<file path="config.mk">
export PLATFORM = sky130hd
export DESIGN_NAME = apb5_rr_requester
export DESIGN_NICKNAME = d
export VERILOG_FILES = /design/src/rtl/apb5_rr_pkg.sv /design/src/rtl/apb5_rr_pick.sv /design/src/rtl/apb5_rr_requester.sv
export SDC_FILE = /design/constraint.sdc
export NUM_CORES = 1
export LEC_CHECK = 0
export BUFFER_PORTS_ARGS = -buffer_cell sky130_fd_sc_hd__buf_2
export CORE_AREA = 4 4 172 174
export CTS_BUF_LIST = sky130_fd_sc_hd__clkbuf_4
export DETAILED_ROUTE_END_ITERATION = 10
export DIE_AREA = 0 0 176 178
export GPL_TIMING_DRIVEN = 0
export SKIP_LAST_GASP = 1
export SYNTH_ARGS = -nofsm -noshare
export SYNTH_HDL_FRONTEND = slang
export SYNTH_SLANG_ARGS = --single-unit
</file>
<file path="constraint.sdc">
create_clock -name pclk -period 7.6 [get_ports pclk]
set_input_delay 1.52 -clock pclk [delete_from_list [all_inputs] [get_ports pclk]]
set_output_delay 1.52 -clock pclk [all_outputs]
set_load 0.01 [all_outputs]
</file>
<file path="src/rtl/apb5_rr_pkg.sv">
// apb5_rr_pkg: shared state, command bundle and index helper.
// Build option: APB5_RR_TIMEOUT_EN enables the ACCESS-phase timeout.
package apb5_rr_pkg;

  localparam int CMD_AW = 32;
  localparam int CMD_DW = 32;
  localparam int CMD_SW = CMD_DW / 8;

  typedef enum logic [1:0] {
    ST_IDLE   = 2'd0,
    ST_SETUP  = 2'd1,
    ST_ACCESS = 2'd2
  } state_e;

  typedef struct packed {
    logic [CMD_AW-1:0] addr;
    logic [2:0]        prot;
    logic              nse;
    logic              write;
    logic [CMD_DW-1:0] wdata;
    logic [CMD_SW-1:0] strb;
  } cmd_t;

  function automatic int wrap_idx(input int v, input int n);
    return v % n;
  endfunction

endpackage

</file>
<file path="src/rtl/apb5_rr_pick.sv">
// apb5_rr_pick: combinational round-robin picker.
// Search starts one past the last grant and wraps to zero.
module apb5_rr_pick
  import apb5_rr_pkg::*;
#(
  parameter int NUM_REQ = 4
) (
  input  logic [NUM_REQ-1:0]         req,
  input  logic [$clog2(NUM_REQ)-1:0] last,
  output logic [NUM_REQ-1:0]         grant,
  output logic [$clog2(NUM_REQ)-1:0] idx,
  output logic                       any
);

  localparam int IW = $clog2(NUM_REQ);

  logic [IW-1:0] j;

  // first requester found after the last grant wins
  always_comb begin
    grant = '0;
    idx   = '0;
    any   = 1'b0;
    j     = '0;
    for (int k = 1; k <= NUM_REQ; k++) begin
      j = IW'(wrap_idx(int'(last) + k, NUM_REQ));
      if (!any && req[j]) begin
        any      = 1'b1;
        grant[j] = 1'b1;
        idx      = j;
      end
    end
  end

endmodule

</file>
<file path="src/rtl/apb5_rr_requester.sv">
// apb5_rr_requester: round-robin arbiter driving one APB5 requester port.
// Build option: APB5_RR_TIMEOUT_EN ends stalled ACCESS phases with an error.
module apb5_rr_requester
  import apb5_rr_pkg::*;
#(
  parameter int NUM_REQ        = 4,
  parameter int ADDR_WIDTH     = 32,
  parameter int DATA_WIDTH     = 32,
  parameter int TIMEOUT_CYCLES = 256
) (
  input  logic                               pclk,
  input  logic                               preset,
  input  logic [NUM_REQ-1:0]                 req_valid,
  input  logic [NUM_REQ*ADDR_WIDTH-1:0]      req_addr,
  input  logic [NUM_REQ-1:0]                 req_write,
  input  logic [NUM_REQ-1:0]                 req_nse,
  input  logic [NUM_REQ*3-1:0]               req_prot,
  input  logic [NUM_REQ*DATA_WIDTH-1:0]      req_wdata,
  input  logic [NUM_REQ*(DATA_WIDTH/8)-1:0]  req_strb,
  output logic [NUM_REQ-1:0]                 req_ack,
  output logic [NUM_REQ-1:0]                 rsp_valid,
  output logic [DATA_WIDTH-1:0]              rsp_rdata,
  output logic                               rsp_err,
  output logic [ADDR_WIDTH-1:0]              paddr,
  output logic [2:0]                         pprot,
  output logic                               pnse,
  output logic                               pselx,
  output logic                               penable,
  output logic                               pwrite,
  output logic [DATA_WIDTH-1:0]              pwdata,
  output logic [DATA_WIDTH/8-1:0]            pstrb,
  output logic                               pwakeup,
  input  logic                               pready,
  input  logic [DATA_WIDTH-1:0]              prdata,
  input  logic                               pslverr
);

  localparam int IW = $clog2(NUM_REQ);
  localparam int SW = DATA_WIDTH / 8;

  localparam logic [1:0] IDLE   = ST_IDLE;
  localparam logic [1:0] SETUP  = ST_SETUP;
  localparam logic [1:0] ACCESS = ST_ACCESS;

  logic [1:0]         state;
  cmd_t               cmd_q;
  cmd_t               cmd_n;
  logic [IW-1:0]      owner;
  logic [IW-1:0]      last;
  logic [IW-1:0]      win_idx;
  logic [NUM_REQ-1:0] win_oh;
  logic               win_any;
  logic               tmo;
  logic               done;
  logic               arb;

  apb5_rr_pick #(
    .NUM_REQ (NUM_REQ)
  ) u_pick (
    .req   (req_valid),
    .last  (last),
    .grant (win_oh),
    .idx   (win_idx),
    .any   (win_any)
  );

  // select the winning requester's command; reads never strobe
  always_comb begin
    cmd_n = '0;
    for (int i = 0; i < NUM_REQ; i++) begin
      if (win_oh[i]) begin
        cmd_n.addr  = CMD_AW'(req_addr[i*ADDR_WIDTH +: ADDR_WIDTH]);
        cmd_n.prot  = req_prot[i*3 +: 3];
        cmd_n.nse   = req_nse[i];
        cmd_n.write = req_write[i];
        cmd_n.wdata = CMD_DW'(req_wdata[i*DATA_WIDTH +: DATA_WIDTH]);
        cmd_n.strb  = req_write[i] ? CMD_SW'(req_strb[i*SW +: SW]) : '0;
      end
    end
  end

`ifdef APB5_RR_TIMEOUT_EN
  localparam int CW = $clog2(TIMEOUT_CYCLES + 1);

  logic [CW-1:0] wait_cnt;

  assign tmo = (state == ACCESS) && !pready &&
               (wait_cnt == CW'(TIMEOUT_CYCLES - 1));

  // count consecutive ACCESS cycles stalled on pready
  always_ff @(posedge pclk) begin
    if (preset || state != ACCESS || pready || tmo) begin
      wait_cnt <= '0;
    end else begin
      wait_cnt <= wait_cnt + 1'b1;
    end
  end
`else
  logic unused_tmo_cfg;

  assign tmo            = 1'b0;
  assign unused_tmo_cfg = ^TIMEOUT_CYCLES;
`endif

  assign done = (state == ACCESS) && (pready || tmo);
  assign arb  = win_any && ((state == IDLE) || done);

  assign pselx   = (state != IDLE);
  assign penable = (state == ACCESS);
  assign paddr   = cmd_q.addr[ADDR_WIDTH-1:0];
  assign pprot   = cmd_q.prot;
  assign pnse    = cmd_q.nse;
  assign pwrite  = cmd_q.write;
  assign pwdata  = cmd_q.wdata[DATA_WIDTH-1:0];
  assign pstrb   = cmd_q.strb[SW-1:0];

  // transfer sequencing, grant bookkeeping and response pulses
  always_ff @(posedge pclk) begin
    if (preset) begin
      state     <= IDLE;
      cmd_q     <= '0;
      owner     <= '0;
      last      <= IW'(NUM_REQ - 1);
      req_ack   <= '0;
      rsp_valid <= '0;
      rsp_rdata <= '0;
      rsp_err   <= 1'b0;
      pwakeup   <= 1'b0;
    end else begin
      req_ack   <= '0;
      rsp_valid <= '0;
      pwakeup   <= (|req_valid) || (state != IDLE);
      if (done) begin
        rsp_valid <= NUM_REQ'(1) << owner;
        rsp_rdata <= (pready && !cmd_q.write) ? prdata : '0;
        rsp_err   <= pready ? pslverr : 1'b1;
      end
      if (arb) begin
        state   <= SETUP;
        cmd_q   <= cmd_n;
        owner   <= win_idx;
        last    <= win_idx;
        req_ack <= win_oh;
      end else if (state == SETUP) begin
        state <= ACCESS;
      end else if (done) begin
        state <= IDLE;
      end
    end
  end

endmodule
</file>
# --- After elaboration in Yosys (flattened, before gate mapping) ---
# Cells that the tools add are included.
word_totals:
  reg_bits: 121
  inputBits: 332
  output_inout_bits: 117
  word_cells: 100
classes:
  addsub: 4
  order_cmp: 8
  n_eq_ne: 2
  n_shift: 1
  mux: 41
  n_bitwise: 5
  n_reduce_logical: 24
op_table:
  columns: ["cell", "count"]
  rows:
  - ["$mux 73", 4]
  - ["$mux 32", 1]
  - ["$mux 4", 8]
  - ["$mux 1", 14]
  - ["$lt 2x3->1 const B", 4]
  - ["$mux 2", 6]
  - ["$or 4x4->4", 3]
  - ["$logic_and 1x1->1", 10]
  - ["$bmux 1 s2", 4]
  - ["$demux 1 s2", 4]
  - ["$ge 2x1->1 const B", 4]
  - ["$reduce_or 2->1", 3]
  - ["$add 2x1->2 const B", 2]
  - ["$add 2x2->2 const B", 2]
  - ["$logic_not 1->1", 4]
  - ["$reduce_bool 2->1", 2]
  - ["$reduce_or 4->1", 1]
  - ["$shl 1x2->4 const A", 1]
  - ["$reduce_bool 3->1", 1]
  - ["$eq 2x1->1 const B", 1]
  - ["$eq 2x2->1 const B", 1]
  - ["$logic_not 2->1", 1]
  - ["$logic_or 1x1->1", 2]
  - ["$not 1->1", 2]

# --- Longest topological paths before layout ---
# Gate-level depths: netlist (run 1).
depth:
  depth_word: 17
  depth_mapped: 13
  ltp_nobuf: 8

# --- Modules after synthesis ---
# From an unflattened synthesis (run 1), not the netlist that was laid out.
hier_totals:
  hier_cells: 873
  area_unflattened_um2: 8185.4
modules_own_cells:
  columns: ["mod", "instances", "cells_per_inst", "area_each_um2", "seq_area_each_um2"]
  rows:
  - ["apb5_rr_requester", 1, 787, 7556.0, 2422.3]
  - ["apb5_rr_pick", 1, 86, 629.4, 0.0]

# --- Least setup slack after synthesis (run 1) ---
# No wires, ideal clock.
synth_path:
  path_kind: "input to register"
  startpoint: "input req_valid[1]"
  endpoint: "register cmd_q, in the netlist pwdata[0]"
  setup_time_ns: 0.122
  t_arrival_ns: 3.392
  t_required_ns: 7.478
  setup_slack_ns: 4.086
  stages: 8
  path_buffers: 3
  cell_sequence: "buf_2 -> mux4_2 -> a221o_1 -> a22o_1 -> buf_4 -> buf_4 -> a221oi_2 -> o21ai_1"
synth_between:
  elab_chain_cells: 16
  word_cells_on_any_way: 30
  cone_classes: "20 x mux; 3 x bitwise; 7 x reduce/logical"
synth_rtl:
  columns: ["element", "line_no", "rtl"]
  rows:
  - ["from (decl)", "apb5_rr_requester.sv:13", "input logic [NUM_REQ-1:0] req_valid,"]
  - ["$bmux 1 s2", "apb5_rr_pick.sv:27", "if (!any && req[j]) begin"]
  - ["$mux 1 (implied by the code)", "apb5_rr_pick.sv:27", null]
  - ["$mux 1", "apb5_rr_pick.sv:27", null]
  - ["$logic_not 1->1", "apb5_rr_pick.sv:27", null]
  - ["$logic_and 1x1->1", "apb5_rr_pick.sv:27", null]
  - ["$mux 1", "apb5_rr_pick.sv:27", null]
  - ["$logic_not 1->1", "apb5_rr_pick.sv:27", null]
  - ["$logic_and 1x1->1", "apb5_rr_pick.sv:27", null]
  - ["$mux 1", "apb5_rr_pick.sv:27", null]
  - ["$logic_not 1->1", "apb5_rr_pick.sv:27", null]
  - ["$logic_and 1x1->1", "apb5_rr_pick.sv:27", null]
  - ["$mux 4", "apb5_rr_pick.sv:27", null]
  - ["$mux 73 (4 in series)", "apb5_rr_requester.sv:71", "if (win_oh[i]) begin"]
  - ["to (signal assigned)", "apb5_rr_requester.sv:140", "cmd_q <= cmd_n;"]
  - ["to (decl)", "apb5_rr_requester.sv:46", "cmd_t cmd_q;"]
# Parallel ways exist; a longest one is shown, timed or not. The select of a mux whose other input is x is not followed.
# A chain may end at the register's enable or synchronous reset.

# --- Worst setup path after layout (run 1) ---
layout_path:
  startpoint: "input req_valid[3]"
  endpoint: "register cmd_q, in the netlist pwdata[17]"
# The elaborated chain is that of the path after synthesis.

==> results.cfg, run 1 <==
[final_layout]
layout-drive-gt1-share_pct = 50.5
sequential_cell_area_sq_um = 2420
multi_input_gate_area_in_the_final_layout_sq_um = 4020
filler_cell_count = 3017
layoutNonFillerInstCount = 1587
finalNetCount = 1519
final_design_area_no_fill_sq_um = 9960
layout-area-overhead-vs-synth_pct = 43.7

[clocking]
clock-root-buffer = clkbuf_4
clock-sinks = 121
numCtsBuffers = 17
worstSkewPairLatency_ns = 0.54
number_of_buffers_added_to_fix_hold_violations_after_cts = 0
cts_clk_pin_slew_worst_paths_ns = 0.13
htree_levels = 4
cts_tree = yes
cts_setup_buffers = 0
cts-resized-gates = 0
cts_max_path_buffers = 2

[timing]
layout_min_cycle_time_ns = 4.21
grt_setup_unrepaired = no
setup_violations = 0
holdWs_ns = 0.470
final_min_period_over_clock_period_pct = 55.4
worst-slew-pin-transition_ns = 1.23
timing.slew.headroom_pct = 17.5
finalHoldViolCount = 0
fmax_ghz = 0.238
final.setup_skew_ns = 0.0178
final_count_of_pins_violating_max_slew = 0
setup_tns_ns = 0

[power]
power.leakage_nw = 4.43
maximum_vdd_drop_uv = 106
comb_power_share_pct = 55.6
sw_frac_of_total_pct = 46.0
power_report.internal_total_mw = 1.70
switching_power_mw = 1.45
clock_network_power_share_pct = 15.8
total_power_mw = 3.15
power_per_cell_area_nw_per_um2 = 316
seq_power_share_pct = 28.6

[yosys]
synth_adder_area_share_pct = 1.44
postSynthNetCount = 1054
synthArstFlopShare_pct = 0
post_synth_mux_area_share_pct = 1.43
synth_edf_count = 0
synthDominantCellAreaShare_pct = 34.9
synth_warnings = 0
synth_top_cells_by_count = dfxtp_1, o21ai_1, a22oi_1
post_synthesis_share_of_cell_area_spent_on_xor_and_xnor_gates_pct = 0
share_of_the_yosys_chip_area_belonging_to_registers_pct = 34.9
synth.distinct_cells = 56
synth_top_family_by_area = compound AO/OA/AOI/OAI gates
synth.top_cells.by_area = dfxtp_1, a221oi_2, and4_1, a22oi_1, o21ai_1
yosysMostFrequentCell = dfxtp_1
synthSimpleGateAreaFrac_pct = 14.0
synth_flop_cell = dfxtp_1
synth.largest_area_cell = dfxtp_1
post_synth_inst_count = 714
ys_seq_elements = 121
synth.cell_area_sq_um = 6930
mean_post_synth_cell_area_sq_um = 9.71
fraction_of_the_mapped_netlist_area_in_compound_gates_pct = 41.2

[detailed_routing]
antenna_violating_nets_post_route = 0
drt_pre_antenna_iters = 5
via_count = 8253
dr_wl_met2_mm = 17.7
post_drt_wl_per_cell_um = 22.8
dr_wl_met3_mm = 2.51
wl_met1_mm = 14.8
drt_wl_total_mm = 36.2
post-route-drc-count = 0
drt_iter0_drc = 558
maxUsedRoutingLayer = met5
via_per_inst = 5.20

[floorplanning]
chipHeight_um = 178
row_count = 61
design.die.area_sq_um = 31300
dieWidth_um = 176
core_area_sq_um = 27800
pin_count = 449
floorplan.initialDensity_pct = 25.0

[worst_setup_path]
worstPathRequired_ns = 8.07
critical_path.endpoint_type = register
crit_fanout = 10
start_kind = primary input
worstPathArrival_ns = 4.68
timing.setup.critical_path_class = primary input to register
setup.worst_path.start = req_valid[3]
crit-reg2reg-launch = last[0]

[place]
cell_count_after_placement = 1538
placed_area_sq_um = 9640
io_buffer_count = 446
globalplace.congestion = 0.894
detailed_place_hpwl_mm = 28.3

[global_route]
largest_net_degree_at_the_start_of_global_routing = 17
grt.overflow.total = 0
grtUsageTotal_pct = 21.6
number_of_global_route_vias_before_repair = 8283
grt_first_pass_wirelength_mm = 51.4
antenna_found_initial = 16

[worst_hold_path]
worstHoldStart = rsp_err
worstHoldPathType = register to register

[run_status]
run_status = finished, final reports clean

[flow_run]
maxCapViolations = 0
## cell type report
cell class	count	area share (%)
diodes	18	0.452
plain buffers	88	4.65
clock buffers	17	1.28
clock inverters	14	1.49
inverters	7	0.264
multi-input cells	498	40.4
flip-flops and latches	121	24.3
well taps	378	4.75
repair buffers	446	22.4
## cells in the final DEF, fill, tap and decap left out, types with 3 or more instances in the layout
cell / synthesis / final
nor3_1: 4 / 4
ha_1: 8 / 8
clkinvlp_4: 0 / 6
clkbuf_4: 0 / 17
a221oi_1: 3 / 3
o21ai_0: 54 / 54
nor3b_1: 3 / 3
nand2b_1: 4 / 4
nand3_1: 3 / 3
a22o_1: 33 / 33
a21oi_1: 10 / 10
buf_2: 30 / 476
o211ai_1: 5 / 5
inv_1: 7 / 7
a221oi_2: 65 / 65
a31oi_1: 3 / 3
and4_1: 68 / 68
o21ai_1: 84 / 84
dfxtp_1: 121 / 121
clkbuf_1: 43 / 43
a32oi_1: 8 / 8
inv_6: 0 / 3
nor2_1: 17 / 17
a22oi_1: 70 / 70
buf_6: 11 / 11
nand2_1: 14 / 14
diode_2: 0 / 18
nor2b_1: 4 / 4
nand4_1: 4 / 4
mux4_2: 3 / 3
buf_4: 3 / 3
## flip-flops by register name, indices dropped and copies added, names as in the netlist, 2 cells and up
| name | count |
|---|---|
| paddr | 32 |
| pwdata | 32 |
| rsp_rdata | 32 |
| pstrb | 4 |
| req_ack | 4 |
| rsp_valid | 4 |
| pprot | 3 |
| last | 2 |
| owner | 2 |
| state | 2 |
## stage by stage
stage / util [%] / worst slack [ns]
after floorplan: - / 4.09
after global placement: 34.7 / 2.80
after detailed placement: 34.7 / 2.71
after CTS: 35.7 / 3.32
after global routing: 35.8 / 3.15
final: 35.8 / 3.39
## logic make-up (layout without fill, tap and decap cells)
logic type / Yosys count / in the layout
compound gates: 348 / 348
fa+ha+maj: 8 / 8
buf+inv: 95 / 572
flops: 121 / 121
mux: 6 / 6
other cells: 0 / 18
simple gates: 136 / 136
## power by group through the flow
stage / combinational, mW / clock (mW) / sequential, mW
after floorplan: 1.05 / 0 / 0.984
after global placement: 1.74 / 0 / 0.910
after detailed placement: 1.75 / 0 / 0.914
after CTS: 1.75 / 0.513 / 0.900
after global routing: 1.90 / 0.537 / 0.924
final: 1.75 / 0.496 / 0.901
## layer usage
metal  track usage [%]  up-vias
li1                  -     3855
met1              26.8     3977
met2              36.1      361
met3              5.13       58
met4              9.29        2
met5                 0        -
## worst paths after layout
check	endpoint	slack, ns	depth (start not counted)
worst max-delay path	pwdata[17]	3.39	8
worst max register to register	paddr[6]	3.66	12
worst min-delay path	rsp_err	0.47	2
worst min register to register	rsp_err	0.47	2
## critical path: stages
cell and delay [ns]:
buf_2 0.12, buf_2 0.19, nor4_1 0.52, nor3_1 0.21, nor2_1 0.97, clkbuf_1 0.81
a22oi_1 0.22, o21ai_1 0.12
Note: power is estimated with default switching activity, not from simulation.
==> inputs of run 2 (changes only) <==
--- a/config.mk
+++ b/config.mk
@@ -6,10 +6,10 @@
 export NUM_CORES = 1
 export LEC_CHECK = 0
 export BUFFER_PORTS_ARGS = -buffer_cell sky130_fd_sc_hd__buf_2
-export CORE_AREA = 4 4 172 174
+export CORE_AREA = 4 4 174 176
 export CTS_BUF_LIST = sky130_fd_sc_hd__clkbuf_4
 export DETAILED_ROUTE_END_ITERATION = 10
-export DIE_AREA = 0 0 176 178
+export DIE_AREA = 0 0 178 180
 export GPL_TIMING_DRIVEN = 0
 export SKIP_LAST_GASP = 1
 export SYNTH_ARGS = -nofsm -noshare
==> constraint.sdc (replaced) <==
create_clock -name pclk -period 4.1 [get_ports pclk]
set_input_delay 0.82 -clock pclk [delete_from_list [all_inputs] [get_ports pclk]]
set_output_delay 0.82 -clock pclk [all_outputs]
set_load 0.01 [all_outputs]
==> run 2 against run 1 <==
Final area up 0.53%. Register-to-register slack worse by 3.4 ns. Non-clock buffer count up 5. Core utilization down 0.87 points. Highest routed layer unchanged. First-iteration DRC count down 24%.
==> results.cfg, run 2 (synthesized netlist as in run 1, its figures left out) <==
[run_status]
run_status = finished, final reports clean

[timing]
layout_min_cycle_time_ns = 3.84
final_count_of_pins_violating_max_slew = 0
final.setup_skew_ns = 0.0306
layout_setup_ws_ns = 0.264
fmax_ghz = 0.261
setup_tns_ns = 0
holdWs_ns = 0.466
finalHoldViolCount = 0
grt_setup_unrepaired = no
worst-slew-pin-transition_ns = 1.20
setup_violations = 0
timing.slew.headroom_pct = 19.4
final_min_period_over_clock_period_pct = 93.6

[worst_setup_path]
regToRegEndpoint = paddr[19]
cpMaxStageDelayCell = mux4_2
worstPathArrival_ns = 4.29
crit_fanout = 10
path_cells = buf_6, buf_2, inv_1, ha_1, buf_2, mux4_2, nor2b_1, a221o_1, a22oi_2, buf_4, clkbuf_1, o21ai_0, o21ai_1
worst_r2r_path_depth = 13
start_kind = register
timing.setup.critical_path_class = register to register
r2r_setup_slack_ns = 0.26
worstPathRequired_ns = 4.56
critical_path.endpoint_type = register
crit-reg2reg-launch = last[0]
worst_path_largest_cell_delay_ns = 0.57
cpMostUsedCell = buf_2

[clocking]
cts_tree = yes
worstSkewPairLatency_ns = 0.54
numCtsBuffers = 17
cts_clk_pin_slew_worst_paths_ns = 0.15
number_of_buffers_added_to_fix_hold_violations_after_cts = 0
clock-sinks = 121
cts_max_path_buffers = 2
clock-root-buffer = clkbuf_4
htree_levels = 4

[place]
cell_count_after_placement = 1544
globalplace.congestion = 0.882
preCtsSetupSlack_ns = 0.0213
placed_area_sq_um = 9650
detailed_place_hpwl_mm = 27.2
io_buffer_count = 446

[final_layout]
layout-area-overhead-vs-synth_pct = 44.4
commonest_non_fill_non_tap_cell_in_the_layout = buf_2
final_design_area_no_fill_sq_um = 10000
utilization_pct = 35.0
filler_cell_count = 3035
layout-drive-gt1-share_pct = 51.1
layout.cells.most_common_list = buf_2, dfxtp_1, o21ai_1, a22oi_1, and4_1
layoutNonFillerInstCount = 1587
finalNetCount = 1524

[power]
maximum_vdd_drop_uv = 197
total_power_mw = 5.92
power.leakage_nw = 4.49
power_per_cell_area_nw_per_um2 = 591

[floorplanning]
design.die.area_sq_um = 32000
chipHeight_um = 180
row_count = 62
dieWidth_um = 178
core_area_sq_um = 28600
pin_count = 449
floorplan.initialDensity_pct = 24.2

[worst_hold_path]
timing.hold.worst_path_depth = 2
min_to = rsp_rdata[16]
worstHoldPathType = primary input to register
worstHoldStart = prdata[16]

[global_route]
grtUsageTotal_pct = 20.2
number_of_global_route_vias_before_repair = 8108
grt.overflow.total = 0
largest_net_degree_at_the_start_of_global_routing = 17
grt_first_pass_wirelength_mm = 49.5
antenna_found_initial = 12

[detailed_routing]
drt_iter0_drc = 424
drt_pre_antenna_iters = 4
via_per_inst = 5.13
post-route-drc-count = 0
drt_wl_total_mm = 34.8
post_drt_wl_per_cell_um = 21.9
antenna_violating_nets_post_route = 0
via_count = 8145

[flow_run]
maxCapViolations = 0
## run 2: cell count changes in the layout (fill, tap and decap cells not counted), sizes merged
cell / change
clkinv: +1
clkinvlp: -5
diode: -12
buf: +5
inv: +5
## run 2: worst max path at each step
stage | startpoint | to | slack (ns)
after detailed placement | last[0] | pstrb[3] | 0.02
after floorplan | last[0] | pwdata[0] | 0.97
after global placement | last[0] | pstrb[3] | 0.06
final | last[0] | paddr[19] | 0.26
after global routing | last[0] | pwdata[25] | 0.02
after CTS | last[0] | pstrb[0] | 0.02
## run 2: critical path, delay by kind of cell (launching register included)
family,cells,cell delay (ns)
mux,1,0.57
simple gates,1,0.17
compound gates,4,0.89
flops,1,0.48
fa+ha+maj,1,0.29
buf+inv,6,1.33
## run 2: power breakdown
| group | total [mW] | internal [mW] | leakage [nW] | switching, mW |
|---|---|---|---|---|
| Combinational | 3.24 | 1.32 | 3.33 | 1.92 |
| Clock | 0.992 | 0.387 | 0.165 | 0.605 |
| Sequential | 1.69 | 1.49 | 0.991 | 0.197 |
| Total | 5.92 | 3.20 | 4.49 | 2.72 |
## run 2: metal layers
| metal | vias up | GRT usage [%] | share of wire, % |
|---|---|---|---|
| met5 | - | 0 | 0.22 |
| met4 | 12 | 5.23 | 2.1 |
| met3 | 61 | 6.28 | 8.1 |
| met2 | 361 | 34.3 | 49 |
| met1 | 3846 | 24.6 | 41 |
| li1 | 3865 | - | - |
## run 2: area by class of cell
cell class | instances | area [sq um] | share of cell area [%]
clock buffers | 17 | 128 | 1.27
well taps | 384 | 480 | 4.80
clock inverters | 15 | 181 | 1.81
inverters | 7 | 26.3 | 0.262
plain buffers | 88 | 465 | 4.65
diodes | 6 | 15.0 | 0.150
flip-flops and latches | 121 | 2420 | 24.2
repair buffers | 451 | 2270 | 22.7
multi-input cells | 498 | 4020 | 40.2
## run 2: repair_timing
action | in CTS | in global routing
setup endpoints to repair | 6 | 24
buffers inserted | 2 | 3
pin swaps | 1 | 1
resized for setup | 0 | 5
